--- config.mk ---
export PLATFORM = sky130hd
export DESIGN_NAME = hangman_main
export DESIGN_NICKNAME = d
export VERILOG_FILES = /design/src/rtl/hangman_main.sv
export SDC_FILE = /design/constraint.sdc
export NUM_CORES = 1
export LEC_CHECK = 0
export BUFFER_PORTS_ARGS = -buffer_cell sky130_fd_sc_hd__buf_2
export CAP_MARGIN = 10
export CORE_AREA = 10 10 196 198
export DETAILED_ROUTE_END_ITERATION = 12
export DIE_AREA = 0 0 206 208
export PLACE_DENSITY = 0.57
export SLEW_MARGIN = 20
export SYNTH_ARGS = -nofsm -noshare
export SYNTH_HDL_FRONTEND = slang
export SYNTH_SLANG_ARGS = --single-unit
--- constraint.sdc ---
create_clock -name clk -period 3.06 [get_ports clk]
set_clock_uncertainty 0.15 [all_clocks]
set_input_delay 0.459 -clock clk [delete_from_list [all_inputs] [get_ports clk]]
set_output_delay 0.459 -clock clk [all_outputs]
set_load 0.02 [all_outputs]
--- src/rtl/hangman_main.sv ---
//------------------------------------------------------------------------------
// hangman_main : two-pad hangman game controller with debounced pads,
//                game FSM, ASCII display rows and status LEDs.
// Rev 1.0
//------------------------------------------------------------------------------
`default_nettype none

module hangman_main #(
  parameter int DEBOUNCE = 1000,
  parameter int MAX_MISS = 6
) (
  input  logic         clk,
  input  logic         nRst,
  input  logic         role_switch,
  input  logic [3:0]   input_row_host,
  input  logic [3:0]   input_row_player,
  output logic         red,
  output logic         green,
  output logic         blue,
  output logic         error,
  output logic         msg_sent,
  output logic [127:0] host_row1,
  output logic [127:0] host_row2,
  output logic [127:0] play_row1,
  output logic [127:0] play_row2
);

  localparam int         CW     = $clog2(DEBOUNCE + 1);
  localparam logic [1:0] S_SET  = 2'd0;
  localparam logic [1:0] S_PLAY = 2'd1;
  localparam logic [1:0] S_WIN  = 2'd2;
  localparam logic [1:0] S_LOSE = 2'd3;
  localparam logic [7:0] SP     = 8'h20;

  // ---------------- pad debouncers (index 0 = host role, 1 = player role)
  logic [3:0]    raw   [2];
  logic [3:0]    in_q  [2];
  logic [3:0]    cand  [2];
  logic [CW-1:0] cnt   [2];
  logic [1:0]    armed;
  logic [1:0]    ev;
  logic [1:0]    onehot;
  logic          role_q;
  logic          role_chg;

  assign raw[0]   = role_switch ? input_row_player : input_row_host;
  assign raw[1]   = role_switch ? input_row_host   : input_row_player;
  assign role_chg = (role_switch != role_q);

  always_comb begin
    for (int i = 0; i < 2; i++) begin
      onehot[i] = (cand[i] != 4'd0) && ((cand[i] & (cand[i] - 4'd1)) == 4'd0);
      ev[i]     = armed[i] && onehot[i] && (in_q[i] == cand[i]) &&
                  (cnt[i] == CW'(DEBOUNCE - 1));
    end
  end

  always_ff @(posedge clk) begin
    role_q <= nRst ? 1'b0 : role_switch;
    for (int i = 0; i < 2; i++) begin
      if (nRst || role_chg) begin
        in_q[i]  <= 4'd0;
        cand[i]  <= 4'd0;
        cnt[i]   <= '0;
        armed[i] <= 1'b1;
      end else begin
        in_q[i] <= raw[i];
        if (in_q[i] != cand[i]) begin
          cand[i] <= in_q[i];
          cnt[i]  <= '0;
        end else if (!onehot[i] && cand[i] != 4'd0) begin
          cnt[i] <= '0;
        end else if (cnt[i] != CW'(DEBOUNCE - 1)) begin
          cnt[i] <= cnt[i] + CW'(1);
        end else if (cand[i] == 4'd0) begin
          armed[i] <= 1'b1;
        end else if (ev[i]) begin
          armed[i] <= 1'b0;
        end
      end
    end
  end

  logic h_up, h_down, h_back, h_enter, p_up, p_down, p_enter;
  assign h_up    = ev[0] & cand[0][3];
  assign h_down  = ev[0] & cand[0][2];
  assign h_back  = ev[0] & cand[0][1];
  assign h_enter = ev[0] & cand[0][0];
  assign p_up    = ev[1] & cand[1][3];
  assign p_down  = ev[1] & cand[1][2];
  assign p_enter = ev[1] & cand[1][0];

  // ---------------- game state
  logic [1:0]  state, next_state;
  logic [4:0]  word [5];
  logic [2:0]  idx;
  logic [4:0]  sel_h, sel_p;
  logic [3:0]  miss, miss_next;
  logic [25:0] mask;
  logic [4:0]  revealed, match, rev_next;

  function automatic logic [4:0] inc(input logic [4:0] l);
    return (l == 5'd25) ? 5'd0 : l + 5'd1;
  endfunction

  function automatic logic [4:0] dec(input logic [4:0] l);
    return (l == 5'd0) ? 5'd25 : l - 5'd1;
  endfunction

  always_comb begin
    for (int i = 0; i < 5; i++) match[i] = (word[i] == sel_p);
    rev_next  = revealed | match;
    miss_next = miss + {3'b000, ~|match};
  end

  always_ff @(posedge clk) begin
    if (nRst) state <= S_SET;
    else      state <= next_state;
  end

  always_comb begin
    next_state = state;
    case (state)
      S_SET:  if (h_enter && idx == 3'd4) next_state = S_PLAY;
      S_PLAY: if (p_enter && !mask[sel_p]) begin
                if (&rev_next)                        next_state = S_WIN;
                else if (miss_next == 4'(MAX_MISS))   next_state = S_LOSE;
              end
      default: if (h_enter) next_state = S_SET;
    endcase
  end

  always_ff @(posedge clk) begin
    if (nRst) begin
      for (int i = 0; i < 5; i++) word[i] <= 5'd0;
      idx      <= 3'd0;
      sel_h    <= 5'd0;
      sel_p    <= 5'd0;
      miss     <= 4'd0;
      mask     <= 26'd0;
      revealed <= 5'd0;
      error    <= 1'b0;
      msg_sent <= 1'b0;
    end else begin
      error    <= 1'b0;
      msg_sent <= 1'b0;
      case (state)
        S_SET: begin
          if (h_up)   sel_h <= inc(sel_h);
          if (h_down) sel_h <= dec(sel_h);
          if (h_back && idx != 3'd0) idx <= idx - 3'd1;
          if (h_enter) begin
            for (int i = 0; i < 5; i++)
              if (idx == 3'(i)) word[i] <= sel_h;
            idx <= idx + 3'd1;
            if (idx == 3'd4) begin
              msg_sent <= 1'b1;
              miss     <= 4'd0;
              mask     <= 26'd0;
              revealed <= 5'd0;
              sel_p    <= 5'd0;
            end
          end
        end
        S_PLAY: begin
          if (p_up)   sel_p <= inc(sel_p);
          if (p_down) sel_p <= dec(sel_p);
          if (p_enter) begin
            if (mask[sel_p]) begin
              error <= 1'b1;
            end else begin
              mask[sel_p] <= 1'b1;
              revealed    <= rev_next;
              miss        <= miss_next;
            end
          end
        end
        default: begin
          if (h_enter) begin
            idx      <= 3'd0;
            miss     <= 4'd0;
            mask     <= 26'd0;
            revealed <= 5'd0;
            sel_h    <= 5'd0;
          end
        end
      endcase
    end
  end

  // ---------------- LEDs and display text
  function automatic logic [7:0] ch(input logic show, input logic [4:0] l);
    return show ? (8'h41 + {3'b000, l}) : 8'h5F;
  endfunction

  logic [7:0] digit;
  logic       all;
  assign digit = 8'h30 + {4'h0, miss};
  assign all   = (state == S_LOSE);

  always_comb begin
    red   = (state == S_LOSE);
    green = (state == S_WIN);
    blue  = (state == S_PLAY);

    host_row1 = {"WORD ", ch(idx > 3'd0, word[0]), ch(idx > 3'd1, word[1]),
                 ch(idx > 3'd2, word[2]), ch(idx > 3'd3, word[3]),
                 ch(idx > 3'd4, word[4]), {6{SP}}};
    host_row2 = {"SEL ", ch(1'b1, sel_h), "  MISS ", digit, {3{SP}}};

    if (state == S_SET)
      play_row1 = {"WAIT", {12{SP}}};
    else
      play_row1 = {"GUESS ", ch(all | revealed[0], word[0]),
                   ch(all | revealed[1], word[1]), ch(all | revealed[2], word[2]),
                   ch(all | revealed[3], word[3]), ch(all | revealed[4], word[4]),
                   {5{SP}}};

    case (state)
      S_WIN:   play_row2 = {"YOU WIN", {9{SP}}};
      S_LOSE:  play_row2 = {"YOU LOSE", {8{SP}}};
      default: play_row2 = {"SEL ", ch(1'b1, sel_p), "  MISS ", digit, {3{SP}}};
    endcase
  end

endmodule

`default_nettype wire

==> reports/qor.log <==
INFO  clocking       post_cts_resize_count=0
INFO  worst_hold_path worstHoldPathType=input port to register
INFO  synthesis      number_of_flops_mapped_to_enable_cells_by_yosys=53
INFO  drt            drt_pass1_iterations=5
INFO  place          port_buffers=153
INFO  critical_path  timing.critical_path.buf_inv=3
INFO  critical_path  cp_slowest_cell=sky130_fd_sc_hd__dfxtp_1
INFO  die            die_width=206um
INFO  layout         finalNetCount=1,361
INFO  drt            num_vias=7,217
INFO  synthesis      postSynth.asyncResetShare=0%
INFO  critical_path  crit_path_cell_count=7
INFO  global_routing grt_overflow_total=0
INFO  power_and_ir_drop power-per-cell-area=417.5nW/um^2
INFO  critical_path  worst_case_reg_to_reg_path_depth=5
INFO  synthesis      ys.warnings.count=0
INFO  timing         grt_setup_unrepaired=false
INFO  timing         worst_slack=186.6ps
INFO  die            ioPinCount=528
INFO  worst_hold_path min-delay-start=input_row_player[3]
INFO  place          post-place-ws=358.3ps
INFO  die            die_area=42,850um^2
INFO  global_routing largest_net_degree_at_the_start_of_global_routing=35
INFO  critical_path  crit_family=buffers and inverters
INFO  place          numPlacedInstances=1,764
INFO  clocking       cts_htree_levels=4
INFO  layout         fillerInstances=3,661
INFO  critical_path  worst_ep_arrival_time=2260ps
INFO  critical_path  required=2450ps
INFO  clocking       clock_sink_count=116
INFO  timing         timing_worst_slew_pin_value=574.5ps
INFO  drt            routed_wirelength=27.71mm
INFO  timing         fmax=0.3480GHz
INFO  timing         timing.final.crit_share=93.90%
INFO  global_routing antenna_found_initial=0
INFO  clocking       cts_hold_buf=0
INFO  worst_hold_path timing.hold.worst_endpoint=in_q[1][3]
INFO  global_routing grt_pass1_vias=6,931
INFO  status         status=completed
INFO  layout         antenna_diode_instance_count=0
INFO  drt            detailedRoute.firstIterationViolations=433
INFO  critical_path  critPathLaunchType=register
INFO  power_and_ir_drop leakage_power_figure=0.004804uW
INFO  critical_path  regToRegSetupSlack=320ps
INFO  clocking       worstSkewPairLatency=420ps
INFO  drt            ant_nets=0
INFO  global_routing first_pass_grt_wire_length=40.12mm
INFO  die            initial_core_util=29.44%
INFO  synthesis      ys_seq_area_share=28.19%
INFO  place          dp_hpwl=22.81mm
INFO  place          routabilityCongestion=0.8476
INFO  synthesis      synthesis.instances=1,230
INFO  critical_path  most_used_cell_along_the_critical_path=sky130_fd_sc_hd__buf_4
INFO  clocking       post-cts-setup-buffers=0
INFO  layout         area_taken_by_multi_input_logic_gates=5194um^2
INFO  clocking       clockBufferDepth=2
INFO  drt            remaining_drc_errors=0
INFO  timing         hold_viol_final=0
INFO  power_and_ir_drop ir_worst_vdd=0.0003740V
INFO  die            num_rows=68
INFO  clocking       tritoncts.num_buffers=17
INFO  synthesis      postSynthRegisterBits=116
INFO  timing         fin_crit=2873ps
INFO  worst_hold_path hold_path_depth=3
INFO  run            cap_violations=0
INFO  critical_path  critical_path.max_fanout=13
INFO  synthesis      postSynth.topFlopCell=sky130_fd_sc_hd__dfxtp_1
INFO  clocking       clock_tree.root_cell=sky130_fd_sc_hd__clkbuf_16
INFO  die            design.core.area=34,370um^2
INFO  synthesis      postSynthAreaPerCell=8.227um^2
INFO  synthesis      synthesis.area=10,120um^2
INFO  global_routing grtUsageTotal=11.67%
INFO  timing         timing.max_slew.rel_slack=61.40%
INFO  clocking       clk_transition_reported_paths=50ps
INFO  layout         drive_gt1_share=17.23%
INFO  critical_path  critical_path.reg2reg.startpoint=cand[0][0]
INFO  layout         syn2layout_area_growth=0.7915%
INFO  timing         timing.final.setup_violations=0
INFO  clocking       tritoncts=built
INFO  drt            detail_routed_net_length_per_standard_cell=15.43um
INFO  timing         totalNegativeSetupSlack=0ps
INFO  layout         layout_common_cells=374 x sky130_fd_sc_hd__conb_1, 153 x sky130_fd_sc_hd__buf_2, 138 x sky130_fd_sc_hd__nor2_1
INFO  layout         final_common_cell=sky130_fd_sc_hd__conb_1
INFO  drt            via_per_inst=4.018
INFO  synthesis      post_synth_num_cell_types=63
INFO  critical_path  crit_end_element=output port
INFO  critical_path  worstReg2RegEnd=word[0][3]
INFO  timing         report.final.slew_viol_count=0
INFO  critical_path  ws_path_type=register to output port
INFO  die            die_h=208um
INFO  layout         ff_latch_area=2853um^2
INFO  critical_path  cp_slowest_stage_delay=450ps
INFO  layout         final_cells=1,796
INFO  critical_path  crit_path_cell_trace=buf_4 -> buf_4 -> ha_2 -> nand3_1 -> xnor2_1 -> a21oi_1 -> buf_2
INFO  timing         fin_worst_hold_slack=139.5ps
## layout make-up
type                    count  share of cell area (%)
clock buffers              17                   4.171
clock inverters            15                   1.227
inverters                  26                  0.9568
multi-input cells         993                   50.92
flip-flops and latches    116                   27.97
well taps                 455                   5.581
repair buffers            174                   9.176
## metal layers
metal | track usage [%] | part of all wire (%) | wire [um] | vias to the layer above
met3 | 2.719 | 9.8 | 2722 | 27
li1 | - | - | - | 3464
met2 | 21.17 | 51 | 14190 | 310
met5 | 0 | 0 | 0 | -
met1 | 13.08 | 38 | 10450 | 3416
met4 | 3.588 | 1.3 | 347 | 0
## worst max path at each step
stage,from,end,slack [ps]
after floorplan,sel_p[0],state[1],380
after global placement,cand[0][0],word[0][2],400
after detailed placement,cand[0][0],word[0][3],360
after CTS,sel_p[0],play_row2[93],90
after global routing,sel_p[0],play_row2[92],20
final,sel_p[0],play_row2[92],190
## synth_stat cells (all sizes together), types with 3 or more instances
master  count  share of area, %
buf       447                33
nor2      138               5.1
a21oi      69               3.4
nand2      68               2.5
dfxtp      63                12
edfxtp     53                16
xor2       44               3.8
nand3      38               1.9
xnor2      32               2.8
o21ai      25               1.2
inv        24              0.89
mux2i      23               2.3
ha         22               2.7
nor3       22               1.1
clkbuf     20              0.74
and3       13              0.80
and2       12              0.77
nor2b      12              0.74
nand2b     11              0.68
or2         9              0.56
nand4       8              0.56
a21o        7              0.52
or3         7              0.48
a22oi       6              0.45
nor4        6              0.67
nor3b       5              0.37
a31oi       4              0.25
a41oi       4              0.35
o31ai       4              0.30
a211oi      3              0.22
mux4        3              0.67
o211ai      3              0.22
## logic make-up (layout without fill, tap and decap cells)
family	after synthesis	count (layout)	share of synthesized area (%)
buf+inv	493	232	34.37
simple gates	357	357	16.98
compound gates	137	137	8.036
flops	116	116	28.19
xor+xnor	76	76	6.578
mux	27	27	3.054
fa+ha+maj	22	22	2.720
other cells	2	374	0.07421
## where the power goes
group | internal (uW) | switching [uW] | total, uW
combinational | 117 | 592 | 709
sequential | 1660 | 67.2 | 1730
clock | 1050 | 769 | 1820
## registers in the layout (all words and copies together), names as in the netlist
name,cells
cand,8
in_q,8
sel_p,5
state,2
word,25
role_q,1
error,1
msg_sent,1
sel_h,5
idx,3
mask,26
cnt,20
revealed,5
miss,4
armed,2
## worst register-to-register path, cell delays in order (launching register included)
cell	delay, ps
sky130_fd_sc_hd__edfxtp_1	540
sky130_fd_sc_hd__xor2_1	240
sky130_fd_sc_hd__nor4_4	400
sky130_fd_sc_hd__nand4_2	280
sky130_fd_sc_hd__nor3_1	490
sky130_fd_sc_hd__a21o_1	330
## per-stage QoR
stage	total power, uW	instance area (um^2)	utilization, %
floorplan	2726	11520	-
global placement	2434	9641	28.05
detailed placement	2437	9641	28.05
CTS	4260	10190	29.65
global route	4435	10200	29.67
finish	4259	10200	29.67
Power figures use the tool's default switching activity.
